## src/rtl/input_conditioner.sv

```systemverilog
// input_conditioner
// -----------------
// Front-end for the LED shifter stage. Every raw switch and push-button goes
// through a two-flop synchroniser. It then goes through a debounce counter,
// which accepts a new level only after that level has persisted for DEB_LIMIT
// consecutive cycles. Buttons also produce a registered single-cycle pulse on
// each accepted 0->1 transition.
//
// Build option:
//   INCOND_FALL_EDGE_EN - when defined, adds o_btn_fall. This is a registered
//                         single-cycle pulse on each accepted 1->0 transition
//                         of a button.
//
// Ports:
//   clock       - system clock, all logic on the rising edge
//   ck_rst      - synchronous active-high reset, clears every register
//   i_btn       - raw asynchronous push-buttons   [NB_BTN]
//   i_sw        - raw asynchronous switches       [NB_SW]
//   o_btn       - debounced button levels         [NB_BTN]
//   o_btn_rise  - one-cycle pulse on accepted 0->1 per button [NB_BTN]
//   o_sw        - debounced switch levels         [NB_SW]
//   o_btn_fall  - one-cycle pulse on accepted 1->0 per button [NB_BTN]
//                 (present only with INCOND_FALL_EDGE_EN)

module input_conditioner #(
  parameter int NB_BTN    = 4,
  parameter int NB_SW     = 4,
  parameter int NB_DEB    = 20,
  parameter int DEB_LIMIT = 1000000
) (
  input  logic              clock,
  input  logic              ck_rst,
  input  logic [NB_BTN-1:0] i_btn,
  input  logic [NB_SW-1:0]  i_sw,
  output logic [NB_BTN-1:0] o_btn,
  output logic [NB_BTN-1:0] o_btn_rise,
  output logic [NB_SW-1:0]  o_sw
`ifdef INCOND_FALL_EDGE_EN
  ,
  output logic [NB_BTN-1:0] o_btn_fall
`endif
);

  localparam int NB_CH = NB_BTN + NB_SW;

  // Terminal count. The counter stops here, so it can never wrap.
  localparam logic [NB_DEB-1:0] LIMIT_M1 = NB_DEB'(DEB_LIMIT - 1);

  // Buttons occupy the low channel indices and switches the high ones. This
  // lets one generate loop handle both kinds of channel.
  logic [NB_CH-1:0] raw;
  logic [NB_CH-1:0] lvl;

  assign raw = {i_sw, i_btn};

  for (genvar i = 0; i < NB_CH; i++) begin : g_ch
    logic              s1;
    logic              s2;
    logic              stb;
    logic [NB_DEB-1:0] cnt;
    logic              accept;

    // The synchronised value has differed from the stable level for
    // DEB_LIMIT consecutive cycles. It is taken on this edge.
    assign accept = (s2 != stb) && (cnt == LIMIT_M1);

    // Synchroniser and debounce counter. Any cycle where s2 agrees with the
    // stable level restarts qualification from zero. Because of this, a
    // glitch shorter than DEB_LIMIT cycles never reaches the output.
    always_ff @(posedge clock) begin
      if (ck_rst) begin
        s1  <= 1'b0;
        s2  <= 1'b0;
        stb <= 1'b0;
        cnt <= '0;
      end else begin
        s1 <= raw[i];
        s2 <= s1;
        if (s2 == stb) begin
          cnt <= '0;
        end else if (accept) begin
          stb <= s2;
          cnt <= '0;
        end else begin
          cnt <= cnt + NB_DEB'(1);
        end
      end
    end

    assign lvl[i] = stb;

    if (i < NB_BTN) begin : g_btn
      logic rise_q;

      // The pulse is registered on the same edge that updates stb. It is
      // therefore high in exactly the first cycle where the new level is
      // visible on o_btn.
      always_ff @(posedge clock) begin
        if (ck_rst) begin
          rise_q <= 1'b0;
        end else begin
          rise_q <= accept & s2;
        end
      end

      assign o_btn_rise[i] = rise_q;

`ifdef INCOND_FALL_EDGE_EN
      logic fall_q;

      // Release counterpart of rise_q, with identical timing.
      always_ff @(posedge clock) begin
        if (ck_rst) begin
          fall_q <= 1'b0;
        end else begin
          fall_q <= accept & ~s2;
        end
      end

      assign o_btn_fall[i] = fall_q;
`endif
    end
  end

  assign o_btn = lvl[NB_BTN-1:0];
  assign o_sw  = lvl[NB_CH-1:NB_BTN];

endmodule

```

## config.mk

```make
export PLATFORM = sky130hd
export DESIGN_NAME = input_conditioner
export DESIGN_NICKNAME = d
export VERILOG_FILES = /design/src/rtl/input_conditioner.sv
export SDC_FILE = /design/constraint.sdc
export NUM_CORES = 1
export LEC_CHECK = 0
export BUFFER_PORTS_ARGS = -buffer_cell sky130_fd_sc_hd__buf_2
export CAP_MARGIN = 20
export CORE_MARGIN = 2
export CORE_UTILIZATION = 34
export DETAILED_ROUTE_END_ITERATION = 7
export PLACE_DENSITY = 0.56
export SYNTH_ARGS = -nofsm -noshare
export SYNTH_HDL_FRONTEND = slang
export SYNTH_SLANG_ARGS = --single-unit
```

## constraint.sdc

```tcl
create_clock -name clock -period 3.6 [get_ports clock]
set_input_delay 0.18 -clock clock [delete_from_list [all_inputs] [get_ports clock]]
set_output_delay 0.18 -clock clock [all_outputs]
set_load 0.05 [all_outputs]
```

After elaboration in Yosys (flattened, before gate mapping)
Cells that the tools add are included.
- reductions and logical operators: 24
- bitwise gates (word level): 12
- equal/unequal tests: 24
- $add $sub $neg: 8
- operator list (kind ; count):
    $add A20 B1 Y20 const B ; 8
    $eq A20 B20 Y1 const B ; 8
    $reduce_or A3 Y1 ; 8
    $reduce_and A2 Y1 ; 8
    $eq A1 B1 Y1 ; 8
    $logic_and A1 B1 Y1 ; 8
    $ne A1 B1 Y1 ; 8
    $not A1 Y1 ; 8
    $and A1 B1 Y1 ; 4
- register bits after elaboration: 188
- input port bits: 10
- logic and storage cells: 104
- output and inout bits: 12

Longest topological paths before layout
- word-level depth: 3
- gate-level depth with buffers: 6
- depth with buffers taken out: 5

Least setup slack after synthesis
Ideal clock, no wire load.
- kind: reg2reg
- start: register g_ch[0].cnt[11]
- end: register g_ch[0].cnt[10]
- required time: 3.485 ns
- slack: 1.668 ns
- period minus slack after synthesis: 1.932 ns
- arrival time: 1.817 ns
- path buffers: 1
- stages on the path, launching flop included: 6
- library setup time: 0.115 ns
- cells stage by stage: dfxtp_1 > or4b_1 > or4_1 > o21ai_4 > buf_6 > nor2_1
- longest elaborated chain between the ends: 3
- ends and longest elaborated chain (what ; RTL line ; text):
    start: declaration ; 60 ; logic [NB_DEB-1:0] cnt;
    start signal: assignment ; 85 ; cnt <= cnt + NB_DEB'(1);
    $eq A20 B20 Y1 ; 65 ; assign accept = (s2 != stb) && (cnt == LIMIT_M1);
    $logic_and A1 B1 Y1 ; 65 ;
    $reduce_or A3 Y1 (no source line) ; n/a ;
No other way between the ends.
A chain may end at the register's enable or synchronous reset.

Worst setup path in the final report
- start: register g_ch[3].cnt[7]
- end: register g_ch[3].cnt[5]
- longest elaborated chain between the ends: 3
- ends and longest elaborated chain (what ; RTL line):
    start: declaration ; 60
    start signal: assignment ; 85
    $eq A20 B20 Y1 ; 65
    $logic_and A1 B1 Y1 ; 65
    $reduce_or A3 Y1 (no source line) ; n/a
No other way between the ends.

==> results.toml <==
[timing]
holdWs_ps = 46.2
period_share = 0.665
worstMarginPinSlew_ps = 608
max_freq_mhz = 418
relSlewSlack = 0.591
setup_ws_ps = 1210
clock_skew_ps = 11.4
hold_viol = 0
min_period_ps = 2390
fin_tns_setup_ps = 0
slew_viol_final = 0
finalSetupViolations = 0
rsz0062_at_grt = "false"

[worst_setup_path]
critPathKind = "reg2reg"
crit_chain = "or4b_1, or4_1, o21ai_1, buf_4, nor2_1"
path_buf_inv = 1
path_max_fanout = 14
regToRegStartpoint = "g_ch[3].cnt[7]"
critPathTopFamily = "simple AND/OR/NAND/NOR gates"
max_stage_delay_ps = 570
crit_arrival_ps = 2710
required_ps = 3910
worstRegToRegCells = 5
critPathCaptureType = "flip-flop"
start_kind = "flip-flop"
r2r_setup_slack_ps = 1210
regToRegEndpoint = "g_ch[3].cnt[5]"
cp_slowest_cell = "or4_1"

[place]
dp_hpwl_um = 10600
preCtsSetupSlack_ps = 1260
place_congestion = 0.770
postPlaceCellArea_sq_mm = 0.00864
io_buffers = 21

[global_route]
grt_pass1_wl_um = 27300
grt_pass1_vias = 5931
grtUsageTotal = 0.126
grt.overflow.total = 0
antenna_found_initial = 0
grt_max_degree = 22

[power]
netSwitchingFraction = 0.207
vdd_drop_max_mv = 0.250
internal_power_mw = 3.28
leakage_nw = 2.64
combPwrFrac = 0.013
power_switching_uw = 856
p_per_area_mw_per_mm2 = 443
p_seq_frac = 0.507
p_clk_frac = 0.480

[logic_synthesis]
ys_ff_latch = 188
async_reset_ff_frac = 0
synth_top_area_cell = "dfxtp_1"
synth_top_area_share = 0.452
avgSynthCellArea_sq_um = 8.76
ys_types = 42
syn_nets = 968
ys.flop_type = "dfxtp_1"
synthTopCellsByArea = "dfxtp_1, xnor2_1, nor2_1"
yosysSeqAreaShare = 0.452
synthCells = 950
synthesis.area_sq_mm = 0.00832
synth_edf_count = 0
ys_warn_count = 0

[layout]
regArea_sq_mm = 0.00376
multi_input_area_sq_mm = 0.00419
nets = 982
drive_gt1_frac = 0.0737
fin_util = 0.386
antenna_cells = 0
fillers = 2414
area_delta_synth_final_pct = 12.2
postLayoutCellArea_sq_mm = 0.00933

[floorplanning]
coreArea_sq_mm = 0.0242
dieArea_sq_mm = 0.0257
core.rowCount = 57
die_h_um = 160
start_util = 0.344
dieWidth_um = 160
io-pin-count = 22

[drt]
wl_per_cell_um = 11.8
drtAntennaViolNets = 0
first_iter_violations = 275
drc = 0
met3RoutedLength_um = 372
viasPerCell = 4.92
routed-wl-met2_um = 6860
top_layer = "met4"
vias = 6400
totalWireLength_um = 15400
first_pass_iters = 4
m1WireLength_um = 7910

[clocking]
cts_buffer_depth = 2
clk_latency_ps = 430
numClockSinks = 188
numCtsBuffers = 17
tritoncts = "yes"
cts_max_level = 4
clkSlewWorstSetupHoldPaths_ps = 70
cts-root-buf = "clkbuf_16"

[flow_run]
drv_cap = 0

[min_path]
holdPathStages = 2
min_to = "g_ch[1].s1"
hp-start = "i_btn[1]"
worst_hold_path_type = "in2reg"

[run_status]
status = "finished, final reports clean"
## worst reg2reg max path, cell delays in order, from the launching register on
cell and delay, ps:
dfxtp_1 410, or4b_1 480, or4_1 570, o21ai_1 450, buf_4 300, nor2_1 70
## what timing repair did
action / in CTS / in global routing
resized for setup: 0 / 0
hold buffers: 7 / 0
hold endpoints to repair: 7 / 0
buffers inserted: 0 / 0
## flip-flops by register name (all words and copies together), names as in the netlist
| register | count |
|---|---|
| g_ch.cnt | 160 |
| g_ch.s1 | 8 |
| g_ch.stb | 8 |
| g_ch.s2 | 8 |
| g_ch.g_btn.rise_q | 4 |
## worst max path at each step
stage                      endpoint       startpoint  slack (ps)  depth (start not counted)
finish               g_ch[3].cnt[5]   g_ch[3].cnt[7]        1210                          5
global route        g_ch[3].cnt[10]   g_ch[3].cnt[7]        1060                          5
CTS                  g_ch[3].cnt[5]   g_ch[3].cnt[7]        1230                          5
detailed placement   g_ch[3].cnt[7]   g_ch[3].cnt[7]        1260                          5
global placement     g_ch[3].cnt[3]   g_ch[3].cnt[7]        1290                          5
floorplan           g_ch[0].cnt[10]  g_ch[0].cnt[11]        1670                          5
## cells in the mapped netlist, types with 21 or more instances
master   count
dfxtp_1    188
nor2_1     131
xnor2_1     80
nand3_1     60
a21oi_1     53
nand2_1     43
inv_1       37
or3_1       36
o21ai_0     33
or4_1       31
nand4_1     30
nor3_1      28
xor2_1      27
nor4_1      21
## layout by cell type, fill, tap and decap left out, types with 2 or more instances in the layout
cell | Yosys | routed
nor2b_1 | 18 | 18
o21ai_0 | 33 | 33
bufinv_16 | 0 | 4
nor3_1 | 28 | 28
clkinv_2 | 0 | 2
dfxtp_1 | 188 | 188
dlygate4sd3_1 | 0 | 7
o21ai_4 | 5 | 5
or4b_1 | 9 | 9
nand4_1 | 30 | 30
or4_4 | 4 | 4
o21ai_1 | 3 | 3
and3_1 | 13 | 13
nand3_1 | 60 | 60
or2_2 | 4 | 4
a21oi_1 | 53 | 53
ha_1 | 8 | 8
clkinvlp_4 | 0 | 4
nor3b_1 | 3 | 3
or3_1 | 36 | 36
nand2_1 | 43 | 43
nor4bb_1 | 2 | 2
o31ai_1 | 19 | 19
and2_1 | 3 | 3
and4_1 | 5 | 5
nor2_1 | 131 | 131
nor4_1 | 21 | 21
nand4b_1 | 3 | 3
inv_6 | 0 | 3
clkbuf_16 | 0 | 17
nor4b_1 | 6 | 6
xnor2_1 | 80 | 80
nand3b_1 | 2 | 2
inv_1 | 37 | 37
buf_2 | 3 | 21
clkbuf_1 | 16 | 2
buf_4 | 15 | 5
or4_1 | 31 | 31
xor2_1 | 27 | 27
## layout make-up
class	instances	area share
multi-input combinational	687	0.449
sequential	188	0.403
clock buffer	19	0.0464
tap	324	0.0434
timing repair buffer	33	0.0228
clock inverter	13	0.0200
inverter	37	0.0149
## per-layer routing
metal,vias up,track usage
li1,3366,-
met1,2972,0.168
met2,43,0.197
met3,19,0.0313
met4,0,0.0467
met5,-,0
## power groups by stage
| stage | sequential (mW) | combinational [mW] | clock (mW) |
|---|---|---|---|
| after floorplan | 2.14 | 0.0334 | 0 |
| after global placement | 2.14 | 0.0493 | 0 |
| after detailed placement | 2.14 | 0.0499 | 0 |
| after CTS | 2.10 | 0.0557 | 2.06 |
| after global routing | 2.10 | 0.0608 | 2.15 |
| final | 2.10 | 0.0541 | 1.98 |
## stage by stage
| stage | instances | power [mW] |
|---|---|---|
| 6_report | 1301 | 4.13 |
| 5_1_grt | 1301 | 4.30 |
| 4_1_cts | 1301 | 4.21 |
| 3_5_place_dp | 1262 | 2.19 |
| 3_3_place_gp | 1262 | 2.19 |
| 2_1_floorplan | 950 | 2.18 |
## cell families after synthesis
| logic type | after synthesis | share of synthesized area |
|---|---|---|
| buf+inv | 75 | 0.0438 |
| fa+ha+maj | 8 | 0.0120 |
| xor+xnor | 107 | 0.113 |
| compound gates | 114 | 0.0815 |
| simple gates | 458 | 0.298 |
| flops | 188 | 0.452 |
Note: power is estimated with default switching activity, not from simulation.
